$ cat src/rtl/free_list_pkg.sv
// Shared system sizing (physical/architectural register counts) and retire
// payload used by the rename free list.
package free_list_pkg;

    localparam int unsigned PR_NUM   = 64;
    localparam int unsigned AR_NUM   = 32;
    localparam int unsigned PR_LEN   = $clog2(PR_NUM);
    localparam int unsigned ROB_LEN  = 32;
    localparam int unsigned FL_DEPTH = PR_NUM - AR_NUM;

    typedef struct packed {
        logic              valid;
        logic              has_dest;
        logic [PR_LEN-1:0] dest_pr;
        logic [PR_LEN-1:0] stale_pr;
        logic              mispred;
    } rob_retire_packet_t;

    // Availability code: 0 = none, 1 = exactly one, 2 = two or more.
    function automatic logic [1:0] avail_code(input int unsigned cnt);
        if (cnt == 0) begin
            return 2'd0;
        end
        if (cnt == 1) begin
            return 2'd1;
        end
        return 2'd2;
    endfunction

endpackage

$ cat src/rtl/free_list.sv
// Rename free list: circular buffer of free physical registers, two allocate
// and two free ports, recovery to the retired state. FREE_LIST_DEBUG_EN adds
// state visibility ports.
module free_list
    import free_list_pkg::*;
#(
    parameter int unsigned FL_SIZE = FL_DEPTH
) (
    input  logic                        clock,
    input  logic                        reset,
    input  logic                        alloc1_req_in,
    input  logic                        alloc2_req_in,
    output logic [PR_LEN-1:0]           alloc1_pr_out,
    output logic [PR_LEN-1:0]           alloc2_pr_out,
    output logic                        alloc1_valid_out,
    output logic                        alloc2_valid_out,
    output logic [1:0]                  avail_out,
    input  logic                        free1_valid_in,
    input  logic                        free2_valid_in,
    input  logic [PR_LEN-1:0]           free1_pr_in,
    input  logic [PR_LEN-1:0]           free2_pr_in,
    input  logic                        recover_in
`ifdef FREE_LIST_DEBUG_EN
    ,
    output logic [FL_SIZE-1:0][PR_LEN-1:0] fl_arr_out,
    output logic [$clog2(FL_SIZE)-1:0]  fl_head_out,
    output logic [$clog2(FL_SIZE)-1:0]  fl_tail_out,
    output logic [$clog2(FL_SIZE):0]    fl_count_out
`endif
);

    localparam int unsigned PTR_W = $clog2(FL_SIZE);
    localparam int unsigned CNT_W = PTR_W + 1;

    logic [PR_LEN-1:0] r_entry [FL_SIZE];
    logic [PTR_W-1:0]  r_head;
    logic [PTR_W-1:0]  r_tail;
    logic [PTR_W-1:0]  r_arch_head;
    logic [CNT_W-1:0]  r_count;

    logic              w_grant1;
    logic              w_grant2;
    logic              w_free1_ok;
    logic              w_free2_ok;
    logic [CNT_W-1:0]  w_cnt_granted;
    logic [CNT_W-1:0]  w_cnt_freed;
    logic [PTR_W-1:0]  w_head_p1;
    logic [PTR_W-1:0]  w_tail2;
    logic [PTR_W-1:0]  w_arch_next;
    logic [PTR_W-1:0]  w_head_next;

    // Grants see only the registered count, so a PR freed this cycle is
    // not allocatable until the next one.
    always_comb begin
        w_head_p1     = r_head + PTR_W'(1);
        w_grant1      = reset && !recover_in && alloc1_req_in
                        && (r_count >= CNT_W'(1));
        w_grant2      = reset && !recover_in && alloc2_req_in
                        && (r_count >= (alloc1_req_in ? CNT_W'(2) : CNT_W'(1)));
        w_cnt_granted = r_count - CNT_W'(w_grant1) - CNT_W'(w_grant2);
        w_free1_ok    = free1_valid_in && (w_cnt_granted < CNT_W'(FL_SIZE));
        w_free2_ok    = free2_valid_in
                        && ((w_cnt_granted + CNT_W'(w_free1_ok)) < CNT_W'(FL_SIZE));
        w_cnt_freed   = w_cnt_granted + CNT_W'(w_free1_ok) + CNT_W'(w_free2_ok);
        w_tail2       = r_tail + PTR_W'(w_free1_ok);
        w_arch_next   = r_arch_head + PTR_W'(w_free1_ok) + PTR_W'(w_free2_ok);
        w_head_next   = recover_in ? w_arch_next
                                   : r_head + PTR_W'(w_grant1) + PTR_W'(w_grant2);
    end

    assign alloc1_valid_out = w_grant1;
    assign alloc2_valid_out = w_grant2;
    assign alloc1_pr_out    = r_entry[r_head];
    // A lone slot-2 request takes the head entry.
    assign alloc2_pr_out    = (alloc2_req_in && !alloc1_req_in) ? r_entry[r_head]
                                                                : r_entry[w_head_p1];
    assign avail_out        = avail_code(32'(r_count));

    always_ff @(posedge clock) begin
        if (!reset) begin
            for (int unsigned i = 0; i < FL_SIZE; i++) begin
                r_entry[i] <= PR_LEN'(FL_SIZE + i);
            end
            r_head      <= '0;
            r_tail      <= '0;
            r_arch_head <= '0;
            r_count     <= CNT_W'(FL_SIZE);
        end else begin
            if (w_free1_ok) begin
                r_entry[r_tail] <= free1_pr_in;
            end
            if (w_free2_ok) begin
                r_entry[w_tail2] <= free2_pr_in;
            end
            r_tail      <= w_tail2 + PTR_W'(w_free2_ok);
            r_arch_head <= w_arch_next;
            r_head      <= w_head_next;
            r_count     <= recover_in ? CNT_W'(FL_SIZE) : w_cnt_freed;
        end
    end

`ifdef FREE_LIST_DEBUG_EN
    always_comb begin
        for (int unsigned i = 0; i < FL_SIZE; i++) begin
            fl_arr_out[i] = r_entry[i];
        end
        fl_head_out  = r_head;
        fl_tail_out  = r_tail;
        fl_count_out = r_count;
    end
`endif

endmodule

$ cat config.mk
export PLATFORM = sky130hd
export DESIGN_NAME = free_list
export DESIGN_NICKNAME = d
export VERILOG_FILES = /design/src/rtl/free_list_pkg.sv /design/src/rtl/free_list.sv
export SDC_FILE = /design/constraint.sdc
export NUM_CORES = 1
export LEC_CHECK = 0
export ABC_AREA = 1
export CAP_MARGIN = 25
export CORE_ASPECT_RATIO = 0.5
export CORE_MARGIN = 2
export CORE_UTILIZATION = 57
export CTS_CLUSTER_DIAMETER = 100
export DETAILED_ROUTE_END_ITERATION = 8
export PLACE_DENSITY = 0.75
export SETUP_SLACK_MARGIN = 0.2
export SYNTH_ARGS = -nofsm -noshare
export SYNTH_HDL_FRONTEND = slang
export SYNTH_SLANG_ARGS = --single-unit
$ cat constraint.sdc
create_clock -name clock -period 4.15 [get_ports clock]
set_input_delay 0.415 -clock clock [delete_from_list [all_inputs] [get_ports clock]]
set_output_delay 0.415 -clock clock [all_outputs]
set_load 0.01 [all_outputs]
---- Word-level counts from Yosys, hierarchy flattened ----
Memory sizes are Yosys's and may differ from the RTL's. A register that Yosys moved wholly into a read port is not among the register bits.
Cells that the tools add are included.
word-level totals
  register bits after elaboration ......... 21
  bits in writable memories ............... 192
  input port bits ......................... 19
  word-level logic and storage cells ...... 60
  memories kept ........................... 1
operators by class
  add/subtract/negate cells ............... 11
  order comparisons ....................... 4
  equal/unequal tests ..................... 1
  muxes and demuxes ....................... 24
  bitwise gates (word level) .............. 1
  reduce and logical (&&, ||, !) cells .... 14
memories
  name     words  bits a word  rd ports  clocked after Yosys merged registers in  wr ports  RTL line         source
  r_entry  32     6            2         1                                        32        free_list.sv:35  logic [PR_LEN-1:0] r_entry [FL_SIZE];
operator list
  cell                 count
  $add 5x1->5          6
  $mux 5               4
  $mux 6               3
  $add 6x1->6          2
  $lt 6x6->1 const B   2
  $mux 1               12
  $reduce_or 6->1      2
  $sub 6x1->6          2
  $mux 2               5
  $logic_and 1x1->1    8
  $eq 6x1->1 const B   1
  $ge 6x1->1 const B   1
  $ge 6x2->1           1
  $logic_not 6->1      1
  $add 5x1->5 const B  1
  $logic_not 1->1      2
  $reduce_or 2->1      1
  $not 1->1            1

---- Longest topological paths before layout ----
  depth in word-level cells ............... 16
  depth in mapped cells ................... 31

---- Least setup slack after synthesis ----
No wires, ideal clock.
  kind .................................... input to register
  start ................................... in reset
  end ..................................... mem r_entry[28][0] in the netlist's numbering (enable)
  arrival ................................. 3.887 ns
  data required time ...................... 3.825 ns
  path slack .............................. -0.062 ns
  cell stages on the path ................. 20
  path buffers ............................ 2
  cell sequence ........................... buf_2 -> inv_1 -> nor2_1 -> and3_1 -> inv_1 -> fa_1 -> nor2_4 -> nand4_1 -> nand2_1 -> nor2_2 -> ha_1 -> ha_1 -> nand2_1 -> inv_1 -> nor2_2 -> inv_1 -> nor2_1 -> nand2_1 -> buf_2 -> nand3_1
RTL lines
  item                RTL line         source
  start: declaration  free_list.sv:10  input logic reset,
  end: declaration    free_list.sv:35

---- Worst setup path after layout ----
  start ................................... reg r_count[0]
  end ..................................... reg r_head[4]
between the ends
  word-level cells in the longest chain between the ends .. 11
RTL lines
  item                      RTL line         source
  start: declaration        free_list.sv:39  logic [CNT_W-1:0] r_count;
  start signal: assignment  free_list.sv:87  r_count <= CNT_W'(FL_SIZE);
  start signal: assignment  free_list.sv:98  r_count <= recover_in ? CNT_W'(FL_SIZE) : w_cnt_freed;
  $ge 6x1->1                free_list.sv:57  && (r_count >= CNT_W'(1));
  $logic_and 1x1->1         free_list.sv:57
  $sub 6x1->6 (2 in a row)  free_list.sv:60  w_cnt_granted = r_count - CNT_W'(w_grant1) - CNT_W'(w_grant2);
  $lt 6x6->1                free_list.sv:61  w_free1_ok = free1_valid_in && (w_cnt_granted < CNT_W'(FL_SIZE));
  $logic_and 1x1->1         free_list.sv:61
  $add 6x1->6               free_list.sv:63  && ((w_cnt_granted + CNT_W'(w_free1_ok)) < CNT_W'(FL_SIZE));
  $lt 6x6->1                free_list.sv:63
  $logic_and 1x1->1         free_list.sv:63
  $add 5x1->5               free_list.sv:66  w_arch_next = r_arch_head + PTR_W'(w_free1_ok) + PTR_W'(w_free2_ok);
  $mux 5 (*)                free_list.sv:67  w_head_next = recover_in ? w_arch_next
  end signal: assignment    free_list.sv:97  r_head <= w_head_next;
  end: declaration          free_list.sv:36  logic [PTR_W-1:0] r_head;
Mark *: on every way between the ends. The rest lies on a longest branch, timed or not.
A chain may end at the register's enable or synchronous reset.

==> summary.txt <==
Flow run
  – Max Cap Viol: 0

Placed design
  – PortBufs: 34
  – Hpwl dp: 37300 um
  – Gpl congestion: 1.00
  – Placed Area: 15700 um2

Final layout
  – Design area: 17200 um2
  – Layout overhead on the synthesized area: 20.4%
  – Commonest cells after routing, fill and taps aside: o21ai_0, nand3_1, inv_1
  – Nets: 2013
  – Fillers: 1883
  – Layout cells sized above 1: 0.177
  – Commonest non-fill, non-tap cell in the layout: o21ai_0
  – Inserted Diodes: 0

Power
  – Maximum VDD drop: 0.306 mV
  – Comb power frac: 0.261
  – Leak Pwr: 0.00667 uW
  – Net switching power: 2000 uW
  – Sw Ratio: 0.331
  – Internal Power: 4060 uW
  – Design Power: 6060 uW
  – Sequential share of power: 0.400
  – Power Density: 353 nW/um2
  – Clock Power Share: 0.339

Yosys
  – Post-synth cell types: 40
  – Register bit total from synthesis: 213
  – Fraction of registers with async set/reset: 0
  – Mapped Area: 14200 um2
  – Ranking of synthesized cells by area: edfxtp_1, o21ai_0, nand3_1, nand2_1, inv_1
  – Syn_area_per_cell: 7.56 um2
  – Yosys top cell by area: edfxtp_1
  – Post-synth top area share: 0.405
  – Post-synthesis sequential area ratio: 0.434
  – Number of enable flip-flop cells after synthesis: 192
  – Cells after Synth: 1884
  – Net Count, Synth: 1919
  – Syn. warnings: 0
  – Most used DFF post-synth: edfxtp_1

Setup path
  – Worst r2r path cells: 29
  – R2R Setup Slk: -0.02 ns
  – Highest net fanout along the worst path: 3
  – CP Buf/Inv Count: 4
  – Crit Path Category: reg2reg
  – Slowest-stage cell, CP: fa_2
  – FF-to-FF Start: r_count[0]
  – Levels on crit path: 29
  – Startpoint Class: flop
  – Worst EP required: 4.56 ns
  – R2r endpoint: r_head[4]
  – Slowest Stage Delay on Critical Path: 0.40 ns
  – CP endpoint kind: flop
  – Critical path's top delay family: simple AND/OR/NAND/NOR gates
  – Critical path arrival: 4.58 ns

Run status
  – Failing checks: setup timing
  – Status: finished with violations

Floorplanning
  – IO Pins: 35
  – Die width: 228 um
  – Area of the die: 26400 um2
  – Row count: 40
  – Initial core utilization: 0.587
  – Core area: 24300 um2
  – Die Height: 116 um

Timing
  – Fmax achieved: 0.240 GHz
  – Final Hold Viols: 0
  – Worst relative slew slack: 0.215
  – Setup TNS: -0.0171 ns
  – Min Tclk post-route: 4.17 ns
  – Final setup fails: 1
  – Crit share post-route: 1.00
  – Setup repair after global routing missed its margin: yes
  – Fin Clk Skew: 0.0112 ns
  – Hold_ws: 0.332 ns
  – Final Worst Setup Slack: -0.0171 ns
  – Pins Over Slew Limit: 0
  – Slew at the pin closest to its max-slew limit: 1.17 ns

Drt
  – Initial DRC count: 2637
  – WL final: 55900 um
  – Vias: 15200
  – Vias per cell: 6.53
  – DRT antenna net count: 0
  – Routed len/inst: 24.0 um
  – Residual DRC: 0
  – TritonRoute pass-1 iters: 8

Clock tree
  – Total CTS buffers: 22
  – Clk Latency, worst-skew pair: 0.54 ns
  – CTS sink cnt: 213
  – Hold buffers post-CTS: 0
  – H-tree depth: 1
  – CTS tree: done
  – Clock transition at path regs: 0.06 ns
  – Clock buffer depth: 3
  – Clock Root Buffer: clkbuf_16

Worst hold path
  – HP Class: in2reg
  – Worst Hold Launch: reset
  – Worst Hold End: r_arch_head[3]
  – Hold Path Stages: 4

Global route
  – Global route overflow: 0
  – First-pass GRT wire length: 79700 um
  – Vias in the first global route: 13700
  – Total GRT Usage: 0.413
  – Initial antenna violation count: 0
  – Largest net degree at the start of global routing: 160
-- timing repair --
| item | in CTS | in global routing |
|---|---|---|
| gates resized for setup | 37 | 108 |
| pin swaps | 10 | 31 |
| cloned | 0 | 1 |
| setup buffers | 8 | 13 |
| setup endpoints to repair | 342 | 402 |
-- state kept, by name, summed over array words and instances (netlist names) --
register and count:
r_tail 5, r_head 5, r_arch_head 5, r_entry 192, r_count 6
-- through the flow --
| stage | setup WS (ns) | util | instances |
|---|---|---|---|
| floorplan | 0.205 | - | 1884 |
| global placement | -0.473 | 0.648 | 2268 |
| detailed placement | -0.611 | 0.648 | 2268 |
| CTS | 0.113 | 0.686 | 2316 |
| global route | -0.177 | 0.707 | 2330 |
| finish | -0.0171 | 0.707 | 2330 |
-- worst max path at each step --
stage | startpoint | endpoint | slack [ns]
2_1_floorplan | alloc1_req_in | r_head[4] | 0.20
3_3_place_gp | alloc1_req_in | r_entry[7][1] | -0.47
3_5_place_dp | alloc1_req_in | r_entry[5][5] | -0.61
4_1_cts | alloc1_req_in | r_head[4] | 0.11
5_1_grt | r_count[3] | r_head[4] | -0.18
6_report | r_count[0] | r_head[4] | -0.02
-- power by group through the flow --
stage | Clock [uW] | Sequential (uW) | Combinational [uW]
global placement | 0 | 2460 | 1400
floorplan | 0 | 2440 | 907
global route | 2120 | 2420 | 1670
finish | 2050 | 2420 | 1580
CTS | 2030 | 2420 | 1450
detailed placement | 0 | 2460 | 1430
-- per-layer routing --
layer,routed length (um),GRT usage,vias up
li1,-,-,6709
met4,2610,0.142,2
met3,9690,0.141,245
met1,20800,0.570,6995
met5,63,0.0161,-
met2,22700,0.608,1274
-- cells in the mapped netlist (2+ instances only) --
cell and number:
o21ai_0 296, nand3_1 272, nand2_1 216, inv_1 215, edfxtp_1 192, a21oi_1 157, nor2_1 142, clkbuf_1 88
o211ai_1 68, o21ai_1 52, buf_2 33, dfxtp_1 21, buf_1 19, nand4_1 16, ha_1 14, nor2_2 13
inv_2 8, nand2_2 7, xor2_1 7, nand2_4 6, buf_6 5, nor2_4 5, nor3_1 5, nand3b_1 3
o22ai_1 3, xnor2_1 3, clkinv_1 2, fa_1 2, nand3_2 2, o21ai_2 2
-- layout make-up --
type	instances	area (um2)	share of cell area
Tap cell	336	420	0.0245
Clock buffer	31	616	0.0359
Multi-Input combinational cell	1300	7060	0.412
Clock inverter	9	105	0.00613
Inverter	225	852	0.0497
Timing Repair Buffer	216	1900	0.111
Sequential cell	213	6190	0.361
-- cells by family (layout without fill, tap and decap cells) --
kind of cell / after synthesis / in the layout / synth area share
AO/OA/AOI/OAI: 582 / 582 / 0.218
XOR/XNOR: 10 / 10 / 0.00615
adder cells (fa/ha/maj): 16 / 16 / 0.0151
buffers and inverters: 371 / 481 / 0.104
flip-flops: 213 / 213 / 0.434
AND/OR/NAND/NOR: 692 / 692 / 0.223
-- worst register-to-register path: cells and delay by family, from the launching register on --
family	cells	cell delay, ns
AO/OA/AOI/OAI	4	0.37
adder cells (fa/ha/maj)	5	1.14
XOR/XNOR	1	0.14
flip-flops	1	0.34
buffers and inverters	4	0.17
AND/OR/NAND/NOR	15	1.88
Power figures use the tool's default switching activity.
